### src/rtl/uart_rx_fifo_if.sv
// Push/pop handshake and status bundle between the UART receiver side,
// the FIFO and the command/program-loader side.
interface uart_rx_fifo_if #(
  parameter int B      = 8,
  parameter int ADDR_W = 4
);
  logic              i_wr;
  logic [B-1:0]      i_w_data;
  logic              i_rd;
  logic              i_clr_err;
  logic [B-1:0]      o_r_data;
  logic              o_empty;
  logic              o_full;
  logic              o_almost_full;
  logic [ADDR_W:0]   o_count;
  logic              o_overflow;
  logic              o_underflow;

  // Client side: pushes bytes, pops them, observes status.
  modport master (
    output i_wr, i_w_data, i_rd, i_clr_err,
    input  o_r_data, o_empty, o_full, o_almost_full, o_count,
           o_overflow, o_underflow
  );

  // FIFO side.
  modport slave (
    input  i_wr, i_w_data, i_rd, i_clr_err,
    output o_r_data, o_empty, o_full, o_almost_full, o_count,
           o_overflow, o_underflow
  );
endinterface

### src/rtl/uart_rx_fifo.sv
// First-word-fall-through byte FIFO between the UART receiver and the
// command/program-loader interface. Head entry is read combinationally,
// flags are decoded from the registered occupancy so they move with it.
module uart_rx_fifo #(
  parameter int B        = 8,
  parameter int ADDR_W   = 4,
  parameter int AF_LEVEL = 2**ADDR_W - 2
) (
  input  logic             i_clock,
  input  logic             i_reset,
  uart_rx_fifo_if.slave    bus
);
  localparam int              DEPTH   = 2**ADDR_W;
  localparam logic [ADDR_W:0] DEPTH_C = (ADDR_W+1)'(DEPTH);
  localparam logic [ADDR_W:0] AF_C    = (ADDR_W+1)'(AF_LEVEL);

  logic [B-1:0]      mem [DEPTH];
  logic [ADDR_W-1:0] wr_ptr, rd_ptr;
  logic [ADDR_W:0]   count;
  logic              empty, full;
  logic              do_wr, do_rd;
  logic              ovf_evt, udf_evt;
  logic              ovf, udf;

  // Flag decode and effective push/pop; a pop frees the slot a full push needs.
  always_comb begin
    empty   = (count == '0);
    full    = (count == DEPTH_C);
    do_wr   = bus.i_wr & (~full | bus.i_rd);
    do_rd   = bus.i_rd & ~empty;
    ovf_evt = bus.i_wr & full & ~bus.i_rd;
    udf_evt = bus.i_rd & empty;
  end

  // Storage array is not reset; contents only matter once counted.
  always_ff @(posedge i_clock) begin
    if (do_wr) mem[wr_ptr] <= bus.i_w_data;
  end

  // Pointers, occupancy and sticky error flags (new event beats clear).
  always_ff @(posedge i_clock or posedge i_reset) begin
    if (i_reset) begin
      wr_ptr <= '0;
      rd_ptr <= '0;
      count  <= '0;
      ovf    <= 1'b0;
      udf    <= 1'b0;
    end else begin
      if (do_wr) wr_ptr <= wr_ptr + 1'b1;
      if (do_rd) rd_ptr <= rd_ptr + 1'b1;
      case ({do_wr, do_rd})
        2'b10:   count <= count + 1'b1;
        2'b01:   count <= count - 1'b1;
        default: count <= count;
      endcase
      ovf <= ovf_evt | (ovf & ~bus.i_clr_err);
      udf <= udf_evt | (udf & ~bus.i_clr_err);
    end
  end

  assign bus.o_r_data      = mem[rd_ptr];
  assign bus.o_empty       = empty;
  assign bus.o_full        = full;
  assign bus.o_almost_full = (count >= AF_C);
  assign bus.o_count       = count;
  assign bus.o_overflow    = ovf;
  assign bus.o_underflow   = udf;
endmodule

### src/flat_wrapper.sv
// flat-port wrapper written by rule: the top's interface ports become plain ports
module uart_rx_fifo_flat 
#(
  parameter int B        = 8,
  parameter int ADDR_W   = 4,
  parameter int AF_LEVEL = 2**ADDR_W - 2
)
  (i_clock, i_reset, bus_i_wr, bus_i_w_data, bus_i_rd, bus_i_clr_err, bus_o_r_data, bus_o_empty, bus_o_full, bus_o_almost_full, bus_o_count, bus_o_overflow, bus_o_underflow);
  uart_rx_fifo_if #(.B(B), .ADDR_W(ADDR_W)) bus_i ();
  input  logic i_clock;
  input  logic i_reset;
  input wire logic [$bits(bus_i.i_wr)-1:0] bus_i_wr;
  input wire logic [$bits(bus_i.i_w_data)-1:0] bus_i_w_data;
  input wire logic [$bits(bus_i.i_rd)-1:0] bus_i_rd;
  input wire logic [$bits(bus_i.i_clr_err)-1:0] bus_i_clr_err;
  output wire logic [$bits(bus_i.o_r_data)-1:0] bus_o_r_data;
  output wire logic [$bits(bus_i.o_empty)-1:0] bus_o_empty;
  output wire logic [$bits(bus_i.o_full)-1:0] bus_o_full;
  output wire logic [$bits(bus_i.o_almost_full)-1:0] bus_o_almost_full;
  output wire logic [$bits(bus_i.o_count)-1:0] bus_o_count;
  output wire logic [$bits(bus_i.o_overflow)-1:0] bus_o_overflow;
  output wire logic [$bits(bus_i.o_underflow)-1:0] bus_o_underflow;
  assign bus_i.i_wr = bus_i_wr;
  assign bus_i.i_w_data = bus_i_w_data;
  assign bus_i.i_rd = bus_i_rd;
  assign bus_i.i_clr_err = bus_i_clr_err;
  assign bus_o_r_data = bus_i.o_r_data;
  assign bus_o_empty = bus_i.o_empty;
  assign bus_o_full = bus_i.o_full;
  assign bus_o_almost_full = bus_i.o_almost_full;
  assign bus_o_count = bus_i.o_count;
  assign bus_o_overflow = bus_i.o_overflow;
  assign bus_o_underflow = bus_i.o_underflow;
  uart_rx_fifo #(.B(B), .ADDR_W(ADDR_W), .AF_LEVEL(AF_LEVEL)) u_core (.i_clock(i_clock), .i_reset(i_reset), .bus(bus_i));
endmodule
### config.mk
export PLATFORM = sky130hd
export DESIGN_NAME = uart_rx_fifo_flat
export DESIGN_NICKNAME = d
export VERILOG_FILES = /design/src/rtl/uart_rx_fifo_if.sv /design/src/rtl/uart_rx_fifo.sv /design/src/flat_wrapper.sv
export SDC_FILE = /design/constraint.sdc
export NUM_CORES = 1
export LEC_CHECK = 0
export BUFFER_PORTS_ARGS = -buffer_cell sky130_fd_sc_hd__buf_2
export CAP_MARGIN = 20
export CORE_ASPECT_RATIO = 1.1
export CORE_MARGIN = 1
export CORE_UTILIZATION = 51
export DETAILED_ROUTE_END_ITERATION = 6
export PLACE_DENSITY = 0.74
export SLEW_MARGIN = 25
export SYNTH_ARGS = -nofsm -noshare
export SYNTH_HDL_FRONTEND = slang
export SYNTH_SLANG_ARGS = --single-unit
### constraint.sdc
create_clock -name i_clock -period 3.3 [get_ports i_clock]
set_input_delay 0.33 -clock i_clock [delete_from_list [all_inputs] [get_ports i_clock]]
set_output_delay 0.33 -clock i_clock [all_outputs]
set_load 0.05 [all_outputs]
# ---- After elaboration in Yosys (flattened, before gate mapping)
# Memories as Yosys holds them, arrays and structs flattened.
# Cells that the tools add are included.
dict set report totals {
  romBits 0
  latch_bits 0
  mem_count 1
  register_bits 15
  out_inout_bits 18
  ram_bits 128
  elab_cells 33
  input_bits 13
}
# memory depth width rd rd_ports_with_merged_regs wr line_no
set memory_table {}
lappend memory_table {u_core.mem 16 8 1 0 1 uart_rx_fifo.sv:17} ;# logic [B-1:0] mem [DEPTH];
dict set report op_classes {
  n_mux 3
  div_mod_pow 0
  shift 0
  reduce_logical 2
  eq_ne 3
  n_lt_le_gt_ge 1
  n_addsub 4
  n_mul 0
  n_bitwise 14
}
# operator n
set ops {}
lappend ops {{one-hot mux 5 bit (2 select lines)} 1}
lappend ops {{adder 4 x 1 -> 4 bit, second input constant} 2}
lappend ops {{bitwise AND 1 bit} 7}
lappend ops {{adder 5 x 1 -> 5 bit, second input constant} 1}
lappend ops {{equality test 5 bit, second input constant} 1}
lappend ops {{greater-or-equal comparator 5 x 4 -> 1 bit, second input constant} 1}
lappend ops {{zero test 5 bit} 1}
lappend ops {{subtractor 5 x 1 -> 5 bit, second input constant} 1}
lappend ops {{NOT 1 bit} 4}
lappend ops {{bitwise OR 1 bit} 3}
lappend ops {{equality test 2 x 1 -> 1 bit, second input constant} 1}
lappend ops {{equality test 2 bit, second input constant} 1}
lappend ops {{2-to-1 mux 1 bit} 2}
lappend ops {{nonzero test 2 bit} 1}

# ---- Logic depth before layout (Yosys ltp)
# Gate-level depths: netlist of run 1.
dict set report depth {
  word_depth 6
  ltp_mapped 12
}

# ---- Worst setup path before layout of run 1
# Ideal clock, no wire load.
dict set report synth_timing {
  path_kind {reg-to-reg}
  startpoint {reg u_core.count[1], in the netlist u_core.bus.o_count[1]}
  endpoint {reg u_core.count[4], in the netlist u_core.bus.o_count[4]}
  setup_time_ns 0.080
  stages_incl_launch_ff 13
  slack_ns 0.547
  n_path_buf 2
  t_required_ns 3.220
  t_arrival_ns 2.672
  period_less_slack_ns 2.753
  path_cell_list {dfrtp_1 -> buf_2 -> nor4_4 -> nand3_2 -> nand2_1 -> ha_1 -> clkbuf_1 -> xor2_1 -> ha_1 -> and3b_1 -> o21ai_0 -> a31oi_1 -> xnor2_1}
}
dict set report synth_between {
  elab_chain_len 6
  elab_cells_between_ends 13
  cone_classes {add/sub (2); eq/ne (3); mux (1); bitwise (5); reduce/logical (2)}
}
# item line_no
set synth_lines {}
lappend synth_lines {{from (decl)} uart_rx_fifo.sv:19} ;# logic [ADDR_W:0] count;
lappend synth_lines {{from (signal assigned)} uart_rx_fifo.sv:52} ;# 2'b10: count <= count + 1'b1;
lappend synth_lines {{from (signal assigned)} uart_rx_fifo.sv:53} ;# 2'b01: count <= count - 1'b1;
lappend synth_lines {{from (signal assigned)} uart_rx_fifo.sv:54} ;# default: count <= count;
lappend synth_lines {{equality test 5 bit} uart_rx_fifo.sv:28} ;# full = (count == DEPTH_C);
lappend synth_lines {{NOT 1 bit} uart_rx_fifo.sv:29} ;# do_wr = bus.i_wr & (~full | bus.i_rd);
lappend synth_lines {{bitwise OR 1 bit} uart_rx_fifo.sv:29}
lappend synth_lines {{bitwise AND 1 bit} uart_rx_fifo.sv:29}
lappend synth_lines {{equality test 2 x 1 -> 1 bit / equality test 2 bit (equally long branches)} uart_rx_fifo.sv:51} ;# case ({do_wr, do_rd})
lappend synth_lines {{one-hot mux 5 bit (2 select lines) / nonzero test 2 bit (equally long branches)} n/a}
# Several ways; a longest one is shown, not always the timed one.
# A chain may end at the register's enable or synchronous reset.

# ---- Worst setup path after layout of run 1
dict set report layout_timing {
  startpoint {reg u_core.rd_ptr[0]}
  endpoint {out bus_o_r_data[7]}
}
dict set report layout_between {
  elab_chain_len 1
}
# item line_no
set layout_lines {}
lappend layout_lines {{from (decl)} uart_rx_fifo.sv:18} ;# logic [ADDR_W-1:0] wr_ptr, rd_ptr;
lappend layout_lines {{from (signal assigned)} uart_rx_fifo.sv:50} ;# if (do_rd) rd_ptr <= rd_ptr + 1'b1;
lappend layout_lines {{memory read (16 x 8 bit)} n/a}
lappend layout_lines {{to (decl)} flat_wrapper.sv:16} ;# output wire logic [$bits(bus_i.o_r_data)-1:0] bus_o_r_data;
# No other way between the ends.

==> flow_summary_export.csv, run 1 <==
group,metric,value,unit
clock_network,cts_buffers,17,
cells_and_area,final_cell_mix,"128 x edfxtp_1, 32 x mux4_2, 30 x buf_2, 18 x clkbuf_16, 16 x a22oi_1",
global_route,grt_pass1_wl,16.79,mm
timing,tns,0,ns
clock_network,cts.reportedPaths.clkPinSlew,0.05,ns
routing,wire_per_inst,21.29,µm
critical_path,crit_required,2.97,ns
critical_path,r2r-end,"u_core.bus.o_count[4]",
timing,worst_pin_slew,0.7788,ns
yosys,synth_area,5789,µm²
yosys,ys_seq_elements,143,
floorplan,die_h,113.7,µm
timing,max_freq,372.6,MHz
timing,setup-violations-final,0,
critical_path,critPathCaptureType,"primary output",
global_route,grt_pass1_vias,3098,
yosys,synth-seq-area-share,0.7288,
global_route,antenna_found_initial,0,
critical_path,path_class,"reg -> out",
placement,io_buffers,30,
job,maxCapViolations,0,
routing,post-route-drc-count,0,
yosys,syn-num-nets,321,
timing,timing.final.ws_setup,0.6161,ns
timing,rsz0062_at_grt,"no",
cells_and_area,n_antenna_cell,0,
global_route,grtUsageTotal,0.1992,
yosys,synth-edff-count,128,
clock_network,cts_tree,"built",
timing,hold_viol_final,0,
clock_network,cts_setup_buffers,0,
clock_network,cts.hold.buffers_added,1,
cells_and_area,nets,359,
pwr,powerDensity,936.8,nW/µm²
pwr,irDropWorstVdd,470.8,µV
placement,place_worst_setup_slack,0.6992,ns
clock_network,cts_sinks,143,
clock_network,htreeDepth,4,
yosys,async_reset_ff_frac,0.1049,
floorplan,dieArea,11780,µm²
floorplan,design.portCount,31,
routing,ant_nets,0,
critical_path,worstPathCellList,"buf_12 -> mux4_2 -> a22oi_1 -> nand2_1 -> buf_2",
pwr,cellLeakagePower,2.295,nW
yosys,ys.flop_type,"edfxtp_1",
floorplan,start_util,0.5258,
timing,slew_headroom,0.4798,
critical_path,cp-start-kind,"flop",
critical_path,worst-r2r-setup-slack,0.68,ns
timing,period_needed,2.684,ns
critical_path,r2r.worst_path.cells,10,
timing,slew_viol_final,0,
yosys,yosysWarnings,0,
clock_network,clkLatencyLatePin,0.41,ns
critical_path,r2r_start,"u_core.bus.o_count[1]",
clock_network,cts_root_buffer,"clkbuf_16",
routing,wirelength,10.60,mm
critical_path,cp_data_arrival_time,2.35,ns
floorplan,core_area,11010,µm²
routing,via_count,2846,
floorplan,dieWidth,103.6,µm
critical_path,startpoint,"u_core.rd_ptr[0]",
critical_path,crit_fanout,27,
timing,fin_crit_sh,0.8133,
routing,drtPass1Iterations,4,
routing,drt-vias-per-instance,5.715,
critical_path,critPathSlowestCell,"mux4_2",
run_status,status,"complete, no violations",
floorplan,rows,40,
min_path,min_path_type,"in -> reg",
cells_and_area,drive_gt1_frac,0.2735,
clock_network,cts_max_path_buffers,2,
critical_path,critical_path.max_stage_delay,0.55,ns
cells_and_area,area_growth,14.48,%
placement,globalplace.congestion,0.7368,
yosys,ys_types,34,
critical_path,endpoint,"bus_o_r_data[7]",
routing,dr.first_iter.drc_count,181,
clock_network,post_cts_resized,0,
global_route,grt_overflow,0,
placement,dp_hpwl,6.733,mm
cells_and_area,final_common_cell,"edfxtp_1",
yosys,syn_area_per_cell,19.30,µm²
global_route,grt_max_degree,33,
yosys,synthCells,300,
timing,fin_skew,0.008069,ns
[worst max-delay path: cells and delay by family, from the launching register on]
family,cells,cell delay [ns]
mux,1,0.55
simple gates,1,0.08
flops,1,0.54
compound gates,1,0.25
buf+inv,2,0.51
[metrics by stage]
stage               std cells  hold WS (ns)  cell area, µm²  utilization  total power, mW
floorplan                 300        0.2315            5789            -            4.064
global placement          465        0.4178            6073       0.5516            4.512
detailed placement        465        0.4351            6073       0.5516            4.556
CTS                       498        0.1059            6628       0.6019            6.270
global route              498        0.1189            6628       0.6019            6.502
finish                    498        0.1225            6628       0.6019            6.209
[state kept, by name, indices dropped and copies added, names as in the netlist]
name	count
u_core.bus.o_underflow	1
u_core.bus.o_overflow	1
u_core.bus.o_count	5
u_core.wr_ptr	4
u_core.rd_ptr	4
u_core.mem	128
[area by class of cell]
| type | count | area, µm² |
|---|---|---|
| fill | 784 | 4383 |
| sequential | 143 | 4220 |
| multi-input combinational | 135 | 1461 |
| clock buffer | 27 | 514.2 |
| timing repair buffer | 33 | 187.7 |
| tap | 147 | 183.9 |
| clock inverter | 5 | 30.03 |
| inverter | 8 | 30.03 |
[where the power goes]
| part | switching [mW] | internal (mW) |
|---|---|---|
| logic | 1.29 | 0.769 |
| clock network | 0.655 | 1.06 |
| registers | 0.207 | 2.22 |
[metal layers]
metal / track usage / vias up / share of wire
met5: 0 / - / 0
met4: 0.08309 / 0 / 0.011
met3: 0.05086 / 6 / 0.040
met2: 0.3378 / 69 / 0.52
met1: 0.2466 / 1495 / 0.43
li1: - / 1276 / -
[logic make-up (layout without fill, tap and decap cells)]
family | Yosys count | in the layout | share of synthesized area
and+or+nand+nor | 51 | 51 | 0.05317
buffers and inverters | 22 | 73 | 0.01880
muxes | 35 | 35 | 0.1303
AOI/OAI and AO/OA | 29 | 29 | 0.03350
DFF | 143 | 143 | 0.7288
adders and majority gates | 8 | 8 | 0.01729
xor gates and xnor gates | 12 | 12 | 0.01815
[cells in the mapped netlist, drive strengths merged, types with 2 or more instances]
library cell  number  area (µm²)
xnor2              7       61.31
mux4              32       720.7
mux2               3       33.78
and3               4       25.02
inv                8       30.03
buf               10       62.56
a21oi              4       20.02
a22oi             16       120.1
nor4b              2       17.52
clkbuf             4       16.26
and2              15       93.84
xor2               5       43.79
a31oi              2       12.51
o21ai              4       20.02
nand3              5       30.03
edfxtp           128        3844
nor2b              5       31.28
nor2               2       7.510
nand2             13       48.80
ha                 8       100.1
dfrtp             15       375.4
[worst min path at each step]
stage,from,end,slack [ns],cells after the start
2_1_floorplan,i_reset,u_core.bus.o_count[0],0.23,1
3_3_place_gp,i_reset,u_core.bus.o_count[3],0.42,2
3_5_place_dp,i_reset,u_core.bus.o_count[1],0.44,2
4_1_cts,bus_i_clr_err,u_core.bus.o_overflow,0.11,2
5_1_grt,bus_i_clr_err,u_core.bus.o_overflow,0.12,2
6_report,bus_i_clr_err,u_core.bus.o_overflow,0.12,2
(Power assumes the default switching activity.)
==> inputs of run 2 (changes only) <==
--- a/config.mk
+++ b/config.mk
@@ -5,6 +5,7 @@
 export SDC_FILE = /design/constraint.sdc
 export NUM_CORES = 1
 export LEC_CHECK = 0
+export ABC_AREA = 1
 export BUFFER_PORTS_ARGS = -buffer_cell sky130_fd_sc_hd__buf_2
 export CAP_MARGIN = 20
 export CORE_ASPECT_RATIO = 1.1
==> constraint.sdc (replaced) <==
create_clock -name i_clock -period 2.7 [get_ports i_clock]
set_input_delay 0.27 -clock i_clock [delete_from_list [all_inputs] [get_ports i_clock]]
set_output_delay 0.27 -clock i_clock [all_outputs]
set_load 0.05 [all_outputs]
==> flow_summary_export.csv, run 2 <==
group,metric,value,unit
routing,ant_nets,0,
clock_network,clkLatencyLatePin,0.42,ns
timing,period_needed,2.545,ns
floorplan,core_area,11700,µm²
timing,fin_crit_sh,0.9428,
routing,drtPass1Iterations,4,
critical_path,crit_required,2.43,ns
yosys,syn-num-nets,579,
cells_and_area,final_util,0.6187,
min_path,min_from,"bus_i_clr_err",
floorplan,design.portCount,31,
global_route,grtUsageTotal,0.2394,
critical_path,worstPathCellList,"inv_2 -> buf_4 -> nor2_1 -> nor2_1 -> o21ai_0 -> nand3_1 -> nand3_1 -> nand2_1 -> buf_2",
yosys,synthCells,558,
critical_path,crit_fanout,29,
pwr,p_seq_frac,0.330,
routing,dr.first_iter.drc_count,462,
critical_path,cp_data_arrival_time,2.28,ns
global_route,grt_overflow,0,
critical_path,critical_path.max_stage_delay,0.54,ns
timing,rsz0062_at_grt,"no",
cells_and_area,final_cell_mix,"128 x edfxtp_1, 105 x nor2_1, 73 x nand2_1, 60 x nand3_1, 49 x inv_1",
pwr,swShare,0.3963,
global_route,antenna_found_initial,0,
routing,post-route-drc-count,0,
routing,via_count,4285,
pwr,irDropWorstVdd,1350,µV
yosys,yosysMostFrequentCell,"edfxtp_1",
pwr,combPwrFrac,0.378,
clock_network,cts_max_path_buffers,2,
run_status,status,"complete, no violations",
timing,worst_pin_slew,0.8842,ns
yosys,synth_area,6231,µm²
floorplan,dieWidth,107.4,µm
job,maxCapViolations,0,
clock_network,cts_buffers,17,
cells_and_area,multiInputGateArea,1649,µm²
pwr,switchingPower,3.473,mW
global_route,grt_pass1_vias,4162,
cells_and_area,final_common_cell,"edfxtp_1",
global_route,grt_pass1_wl,21.84,mm
yosys,synth-edff-count,128,
cells_and_area,seqCellArea,4220,µm²
critical_path,critPathCaptureType,"primary output",
placement,globalplace.congestion,0.8339,
yosys,ys_seq_elements,143,
clock_network,cts_tree,"built",
clock_network,cts_setup_buffers,0,
cells_and_area,top_register,"u_core.mem",
cells_and_area,n_antenna_cell,0,
yosys,synth_commonest_cells,"128 x edfxtp_1, 105 x nor2_1, 73 x nand2_1",
timing,max_freq,392.9,MHz
yosys,ys_types,28,
pwr,p_clk_frac,0.292,
yosys,synthDominantCellAreaShare,0.6169,
pwr,powerDensity,1211,nW/µm²
floorplan,dieArea,12660,µm²
cells_and_area,drive_gt1_frac,0.1545,
timing,setup-violations-final,0,
placement,io_buffers,30,
cells_and_area,nets,623,
clock_network,htreeDepth,4,
yosys,yosys-top-cells-area,"edfxtp_1 62%, nor2_1 6.3%, dfrtp_1 6.0%",
clock_network,cts_sinks,143,
timing,slew_viol_final,0,
critical_path,r2r_start,"u_core.bus.o_count[2]",
critical_path,startpoint,"u_core.rd_ptr[0]",
floorplan,rows,41,
floorplan,die_h,117.9,µm
pwr,cellLeakagePower,2.819,nW
global_route,grt_max_degree,47,
yosys,async_reset_ff_frac,0.1049,
cells_and_area,largest_reg_flops,128,
routing,drt-vias-per-instance,5.601,
pwr,p_int,5.290,mW
min_path,min_path_type,"in -> reg",
yosys,synth_area_leader_cell,"edfxtp_1",
timing,timing.final.ws_setup,0.1545,ns
floorplan,start_util,0.5327,
clock_network,cts_root_buffer,"clkbuf_16",
timing,hold_viol_final,0,
yosys,syn_area_per_cell,11.17,µm²
yosys,synth-seq-area-share,0.6771,
critical_path,cp-start-kind,"flop",
routing,wire_per_inst,18.79,µm
timing,slew_headroom,0.4084,
clock_network,cts.reportedPaths.clkPinSlew,0.06,ns
routing,wirelength,14.37,mm
placement,place_worst_setup_slack,0.2169,ns
cells_and_area,area_growth,16.14,%
timing,fin_skew,0.008922,ns
critical_path,path_class,"reg -> out",
critical_path,critPathSlowestCell,"dfrtp_2",
placement,dp_hpwl,8.633,mm
yosys,yosysWarnings,0,
cells_and_area,fillCellCount,899,
timing,tns,0,ns
yosys,ys.flop_type,"edfxtp_1",
[run 2: cell types whose count changed in the layout (fill, tap and decap cells not counted), sizes merged, moves of 16 or more]
cell / delta
a22oi: -16
nor2: +105
inv: +43
o211ai: +23
nand3: +56
nand2: +66
mux4: -32
o21ai: +44
buf: +20
[run 2: cell families (layout without fill, tap and decap cells)]
kind of cell / after synthesis / count (layout) / synth area share
AND/OR/NAND/NOR: 248 / 248 / 0.1685
flip-flops: 143 / 143 / 0.6771
buffers and inverters: 78 / 135 / 0.05863
AO/OA/AOI/OAI: 73 / 73 / 0.06848
adder cells (fa/ha/maj): 8 / 8 / 0.01606
XOR/XNOR: 8 / 8 / 0.01124
[run 2: per-stage QoR]
| stage | cells | cell area (µm²) | hold WS [ns] | power (mW) |
|---|---|---|---|---|
| global placement | 732 | 6570 | 0.3546 | 6.051 |
| finish | 765 | 7237 | 0.05310 | 8.763 |
| detailed placement | 732 | 6570 | 0.3718 | 6.182 |
| floorplan | 558 | 6231 | 0.1715 | 5.358 |
| CTS | 765 | 7234 | 0.04823 | 8.765 |
| global route | 765 | 7237 | 0.08067 | 9.179 |
[run 2: worst paths after layout]
kind / end / slack (ns) / cells past startpoint
setup / recovery: bus_o_r_data[1] / 0.15 / 9
hold / removal: u_core.bus.o_overflow / 0.05 / 2
setup reg to reg: u_core.bus.o_count[4] / 0.24 / 16
hold reg to reg: u_core.bus.o_underflow / 0.56 / 2
max in group asynchronous: u_core.rd_ptr[0] / 1.78 / 3
min in group asynchronous: u_core.bus.o_count[1] / 0.47 / 3
[run 2: cell type report]
class                           count  share of cell area
Clock buffer                       19             0.06120
Clock inverter                     13             0.02922
Inverter                           50             0.02593
Multi-Input combinational cell    337              0.2279
Sequential cell                   143              0.5832
Tap cell                          150             0.02593
Timing Repair Buffer               53             0.04668
[run 2: critical path: cells and delay by family, from the launching register on]
kind / cells / cell delay (ns)
buf+inv: 3 / 0.69
flops: 1 / 0.54
simple gates: 5 / 0.54
compound gates: 1 / 0.08
[run 2: per-layer routing]
metal	wire length, µm	global-route usage	vias up	share of wire
met2	7323	0.4109	172	0.51
met4	352	0.08733	0	0.024
li1	-	-	2000	-
met5	0	0	-	0
met1	5709	0.2900	2080	0.40
met3	986	0.05980	33	0.069
[run 2: repair_timing]
action / CTS / global route
gates resized for setup: 0 / 1
endpoints found under the hold margin: 15 / 0
hold buffers: 1 / 0
endpoints found under the setup margin: 0 / 1
[run 2: power by group through the flow]
| stage | combinational, mW | clock (mW) | sequential (mW) |
|---|---|---|---|
| after floorplan | 2.38 | 0 | 2.98 |
| after global placement | 3.15 | 0 | 2.91 |
| after detailed placement | 3.26 | 0 | 2.92 |
| after CTS | 3.29 | 2.58 | 2.89 |
| after global routing | 3.58 | 2.68 | 2.92 |
| final | 3.31 | 2.56 | 2.89 |
